**src/rtl/decade_chain_ctrl.sv**
```systemverilog
// decade_chain_ctrl
//   Run/stop controller and sequencer for an NDIG-digit cascaded BCD up/down
//   counter. It holds the digit chain, derives the count step from a clk
//   prescaler, and handles start/stop/clear/preset and terminal count (wrap or
//   hold at limit).
//
//   Optional feature macro: DISPLAY_SCAN_EN (adds multiplexed 7-segment scan
//   outputs an/seg). With the macro undefined those ports and that logic are
//   absent.
//
// Ports
//   clk    in   system clock, posedge
//   s      in   asynchronous active-high reset
//   start  in   level, request RUN
//   stop   in   level, request IDLE
//   clr    in   level, clear chain to 0 and go IDLE
//   up     in   direction, 1 = up, 0 = down
//   load   in   level, preset chain from din (ignored in RUN)
//   din    in   preset value, digit 0 = din[3:0]
//   Q      out  BCD chain value, digit 0 = Q[3:0]
//   run    out  1 while in RUN
//   tc     out  combinational terminal count for the current direction
//   ovf    out  one-cycle pulse on a terminal-count step
//   an     out  active-low one-hot digit select      (DISPLAY_SCAN_EN)
//   seg    out  active-low segments of selected digit (DISPLAY_SCAN_EN)
//
// State | meaning
// IDLE  | chain frozen, waiting for start
// RUN   | prescaler running, chain steps on each tick
// HOLD  | frozen at terminal count (WRAP=0), start needs tc==0
module decade_chain_ctrl #(
   parameter int NDIG     = 4,
   parameter int PRESCALE = 50000,
   parameter int WRAP     = 0,
   parameter int SCAN_DIV = 1000
) (
   input  logic              clk,
   input  logic              s,
   input  logic              start,
   input  logic              stop,
   input  logic              clr,
   input  logic              up,
   input  logic              load,
   input  logic [4*NDIG-1:0] din,
   output logic [4*NDIG-1:0] Q,
   output logic              run,
   output logic              tc,
   output logic              ovf
`ifdef DISPLAY_SCAN_EN
   ,
   output logic [NDIG-1:0]   an,
   output logic [6:0]        seg
`endif
);

   if (NDIG < 1 || NDIG > 8 || PRESCALE < 2 || SCAN_DIV < 1) begin : g_bad_param
      $error("decade_chain_ctrl: parameter out of range");
   end

   typedef enum logic [1:0] {IDLE, RUN, HOLD} state_t;

   localparam int            PW    = $clog2(PRESCALE);
   localparam logic [PW-1:0] PLAST = PW'(PRESCALE - 1);

   state_t            state;
   logic [PW-1:0]     presc;
   logic              tick;
   logic              all_nine;
   logic              all_zero;
   logic              carry;
   logic [4*NDIG-1:0] q_step;
   logic [4*NDIG-1:0] q_load;

   assign tick = (state == RUN) && (presc == PLAST);

   // Ripple-enable chain: digit k steps only when every lower digit sits at
   // the terminal value for the current direction.
   always_comb begin
      all_nine = 1'b1;
      all_zero = 1'b1;
      carry    = 1'b1;
      q_step   = Q;
      q_load   = '0;
      for (int k = 0; k < NDIG; k++) begin
         if (Q[4*k +: 4] != 4'd9) all_nine = 1'b0;
         if (Q[4*k +: 4] != 4'd0) all_zero = 1'b0;
         if (carry) begin
            if (up) q_step[4*k +: 4] = (Q[4*k +: 4] == 4'd9) ? 4'd0 : Q[4*k +: 4] + 4'd1;
            else    q_step[4*k +: 4] = (Q[4*k +: 4] == 4'd0) ? 4'd9 : Q[4*k +: 4] - 4'd1;
         end
         carry = carry & (up ? (Q[4*k +: 4] == 4'd9) : (Q[4*k +: 4] == 4'd0));
         // non-BCD preset nibbles saturate to 9
         q_load[4*k +: 4] = (din[4*k +: 4] > 4'd9) ? 4'd9 : din[4*k +: 4];
      end
      tc = up ? all_nine : all_zero;
   end

   always_ff @(posedge clk or posedge s) begin
      if (s) begin
         state <= IDLE;
         presc <= '0;
         Q     <= '0;
         run   <= 1'b0;
         ovf   <= 1'b0;
      end else begin
         ovf <= 1'b0;
         if (clr) begin
            Q     <= '0;
            presc <= '0;
            state <= IDLE;
            run   <= 1'b0;
         end else if (load && state != RUN) begin
            Q     <= q_load;
            presc <= '0;
            state <= IDLE;
            run   <= 1'b0;
         end else if (stop) begin
            presc <= '0;
            state <= IDLE;
            run   <= 1'b0;
         end else if (start && (state == IDLE || (state == HOLD && !tc))) begin
            presc <= '0;
            state <= RUN;
            run   <= 1'b1;
         end else if (state == RUN) begin
            if (tick) begin
               presc <= '0;
               if (tc) begin
                  ovf <= 1'b1;
                  if (WRAP != 0) begin
                     Q <= q_step;
                  end else begin
                     state <= HOLD;
                     run   <= 1'b0;
                  end
               end else begin
                  Q <= q_step;
               end
            end else begin
               presc <= presc + 1'b1;
            end
         end
      end
   end

`ifdef DISPLAY_SCAN_EN
   localparam int SW = (SCAN_DIV > 1) ? $clog2(SCAN_DIV) : 1;
   localparam int DW = (NDIG > 1) ? $clog2(NDIG) : 1;

   logic [SW-1:0] scan_cnt;
   logic [DW-1:0] slot;

   // seg[6] = a ... seg[0] = g, active low
   function automatic logic [6:0] seg_of(input logic [3:0] d);
      case (d)
         4'd0:    seg_of = 7'h01;
         4'd1:    seg_of = 7'h4F;
         4'd2:    seg_of = 7'h12;
         4'd3:    seg_of = 7'h06;
         4'd4:    seg_of = 7'h4C;
         4'd5:    seg_of = 7'h24;
         4'd6:    seg_of = 7'h20;
         4'd7:    seg_of = 7'h0F;
         4'd8:    seg_of = 7'h00;
         4'd9:    seg_of = 7'h04;
         default: seg_of = 7'h7F;
      endcase
   endfunction

   always_ff @(posedge clk or posedge s) begin
      if (s) begin
         scan_cnt <= '0;
         slot     <= '0;
         an       <= '1;
         seg      <= 7'h7F;
      end else begin
         if (scan_cnt == SW'(SCAN_DIV - 1)) begin
            scan_cnt <= '0;
            slot     <= (slot == DW'(NDIG - 1)) ? '0 : slot + 1'b1;
         end else begin
            scan_cnt <= scan_cnt + 1'b1;
         end
         an  <= ~(NDIG'(1) << slot);
         seg <= seg_of(Q[4*slot +: 4]);
      end
   end
`endif

endmodule

```
**config.mk**
```make
export PLATFORM = sky130hd
export DESIGN_NAME = decade_chain_ctrl
export DESIGN_NICKNAME = d
export VERILOG_FILES = /design/src/rtl/decade_chain_ctrl.sv
export SDC_FILE = /design/constraint.sdc
export NUM_CORES = 1
export LEC_CHECK = 0
export BUFFER_PORTS_ARGS = -buffer_cell sky130_fd_sc_hd__buf_2
export CELL_PAD_IN_SITES_DETAIL_PLACEMENT = 0
export CELL_PAD_IN_SITES_GLOBAL_PLACEMENT = 1
export CORE_AREA = 2 2 90 92
export CTS_BUF_LIST = sky130_fd_sc_hd__clkbuf_8 sky130_fd_sc_hd__clkbuf_16
export CTS_CLUSTER_DIAMETER = 80
export CTS_CLUSTER_SIZE = 20
export DETAILED_ROUTE_END_ITERATION = 8
export DIE_AREA = 0 0 92 94
export PLACE_DENSITY = 0.69
export SYNTH_ARGS = -nofsm -noshare
export SYNTH_HDL_FRONTEND = slang
export SYNTH_SLANG_ARGS = --single-unit
```
**constraint.sdc**
```tcl
create_clock -name clk -period 6.6 [get_ports clk]
set_input_delay 0.66 -clock clk [delete_from_list [all_inputs] [get_ports clk]]
set_output_delay 0.66 -clock clk [all_outputs]
set_load 0.005 [all_outputs]
```
==> flow_metrics.tcl <==
set metrics [dict create \
    m1WireLength_um 3540 \
    yosysSeqAreaShare_pct 29.4 \
    worstRegToRegCells 8 \
    rsz0062_at_grt "no" \
    cts_sinks 35 \
    layout_setup_ws_ns 3.84 \
    nNetsFinal 425 \
    power_frac_comb_pct 25.9 \
    syn_inst 360 \
    dr.pass1.iters 4 \
    first_global_vias 2730 \
    cp-endpoint "tc" \
    ys_ff_latch 35 \
    tightest_slew_ns 0.742 \
    core_um2 7610 \
    tns_ns 0 \
    vias_per_cell 5.71 \
    postCtsHoldBufs 0 \
    ctsResizeCount 0 \
    wl_per_cell_um 16.3 \
    ir_worst_vdd_mv 0.0720 \
    clkSlewWorstSetupHoldPaths_ns 0.07 \
    fp-row-count 32 \
    rr_endpoint "Q[12]" \
    grt_pass1_wl_um 13500 \
    critPathArrivalTime_ns 2.10 \
    net-switching-power_mw 0.196 \
    crit_type "primary input to primary output" \
    run_status "completed" \
    io_buffer_count 41 \
    crit_path_end_kind "primary output" \
    start_util_pct 39.1 \
    crit_path_start_kind "primary input" \
    pre_cts_slack_ns 3.87 \
    finalWirelength_um 8050 \
    slew_headroom_pct 50.4 \
    insertion_delay_ns 0.29 \
    dr_wl_met2_um 4110 \
    post_dp_cell_area_um2 3230 \
    p_sw_share_pct 35.1 \
    die_x_um 92 \
    numCtsBuffers 5 \
    setup_violations 0 \
    seq_power_share_pct 45.4 \
    place_inst 487 \
    period_share_pct 41.8 \
    gr-total-overflow 0 \
    timing.fmax_mhz 363 \
    worstSetupStartpoint "up" \
    fin_skew_ns 0.00701 \
    postRouteAntennaNets 0 \
    final_hold_viol_count 0 \
    power.internal_mw 0.362 \
    power.leakage_nw 1.40 \
    layout.cells.non_filler 495 \
    synth_cell_types 75 \
    synthArstFlopShare_pct 100 \
    dr.max_layer_used "met4" \
    fp.dieH_um 94 \
    synth_warnings 0 \
    drive_gt1_share_pct 18.3 \
    slew_viol_final 0 \
    syn2layout_area_growth_pct 11.3 \
    syn_area_um2 2980 \
    hpwl_um 5830 \
    place_congestion 0.835 \
    final_area_um2 3310 \
    antenna_found_initial 0 \
    post-cts-setup-buffer-count 0 \
    n_antenna_cell 0 \
    cts.htree.levels 2 \
    grt_max_degree 36 \
    synth_edf_count 0 \
    period_needed_ns 2.76 \
    crit_required_ns 5.94 \
    syn_nets 393 \
    drc 0 \
    pin_count 42 \
    fill_cells 800 \
    wl_met3_um 314 \
    cts_tree "built" \
    reg2reg_from "Q[0]" \
    maxCapViolations 0 \
    r2r_setup_slack_ns 4.15 \
    clkPwrFrac_pct 28.7 \
    hold_class "primary input to asynchronous set/reset pin" \
    track_usage_pct 19.4 \
    yosys_most_used_dff "dfrtp_1" \
    cp_max_fo 31 \
    first_iter_violations 109 \
    p_per_area_nw_per_um2 169 \
    clock_path_buffers 2 \
    die-area_um2 8650 \
    syn_area_per_cell_um2 8.26 \
    num_vias 2825 \
    fin_util_pct 43.5 \
    cts_root_buf "clkbuf_8" \
]
[worst max-delay path: stages]
cell and delay (ns):
buf_2 0.46, and4b_1 0.33, nand4_1 0.18, and2_4 0.24, inv_2 0.09, buf_2 0.12
[cell usage after synthesis (4+ instances only)]
master / instances / area share [%]
a31oi_1: 5 / 1.1
inv_1: 18 / 2.3
o31ai_1: 7 / 1.8
o21ai_0: 20 / 3.4
nand4_1: 6 / 1.3
o21a_1: 4 / 1.0
buf_2: 9 / 1.5
xnor2_1: 5 / 1.5
nand2b_1: 4 / 0.84
nand2_1: 42 / 5.3
a21o_1: 5 / 1.3
dfrtp_1: 35 / 29
a21oi_1: 21 / 3.5
o21ai_1: 6 / 1.0
ha_1: 10 / 4.2
nor3_1: 13 / 2.2
or3_1: 6 / 1.3
o2bb2a_4: 4 / 2.7
o211ai_1: 6 / 1.5
nor4_1: 5 / 1.1
nand3_1: 18 / 3.0
clkbuf_1: 4 / 0.50
nor2_1: 28 / 3.5
and3_1: 5 / 1.1
nor3b_1: 4 / 1.0
[registers in the layout, indices dropped and copies added (netlist names)]
register and flops:
Q 16, presc 16, state 2, ovf 1
[worst min path at each step]
stage                           to  depth (start not counted)  startpoint
after CTS                 presc[4]                          3           s
after global routing      state[1]                          3           s
after global placement    presc[2]                          1    presc[2]
after floorplan           presc[2]                          1    presc[2]
after detailed placement  presc[2]                          1    presc[2]
final                     state[0]                          3           s
[power groups by stage]
stage,registers (mW),logic [mW],clock network [mW]
6_report,0.253,0.144,0.160
5_1_grt,0.257,0.162,0.176
4_1_cts,0.253,0.146,0.167
3_5_place_dp,0.258,0.146,0
3_3_place_gp,0.257,0.145,0
2_1_floorplan,0.243,0.116,0
[cells in the final DEF (no fill, tap or decap), drive strengths merged, types with 10 or more instances in the layout]
| master | synthesis | final |
|---|---|---|
| a21oi | 21 | 21 |
| nand2 | 43 | 43 |
| nor3 | 13 | 13 |
| inv | 19 | 20 |
| o21ai | 26 | 26 |
| dfrtp | 35 | 35 |
| ha | 10 | 10 |
| nor2 | 29 | 29 |
| buf | 11 | 42 |
| nand3 | 18 | 18 |
[per-stage QoR]
stage	hold WS, ns	total power [mW]
after floorplan	0.486	0.359
after global placement	0.516	0.403
after detailed placement	0.525	0.403
after CTS	0.486	0.566
after global routing	0.522	0.596
final	0.473	0.558
[metal layers]
metal	up-vias	GRT usage, %
li1	1409	-
met1	1360	24.3
met2	49	35.4
met3	7	2.49
met4	0	5.10
met5	-	0
[kinds of logic (layout without fill, tap and decap cells)]
group           count (synthesis)  after routing  synth area share (%)
compound gates                104            104                  25.9
xor+xnor                        6              6                  1.77
fa+ha+maj                      10             10                  4.21
buf+inv                        36             69                  5.38
flops                          35             35                  29.4
mux                             6              6                  2.57
simple gates                  163            163                  30.8
[final cells by class]
type	count	area [um2]	share of cell area, %
clock buffer	5	68.8	2.08
clock inverter	3	16.3	0.491
inverter	19	71.3	2.15
multi-input combinational	289	1940	58.6
sequential	35	876	26.4
tap	102	128	3.85
timing repair buffer	42	213	6.42
Note: power is estimated with default switching activity, not from simulation.
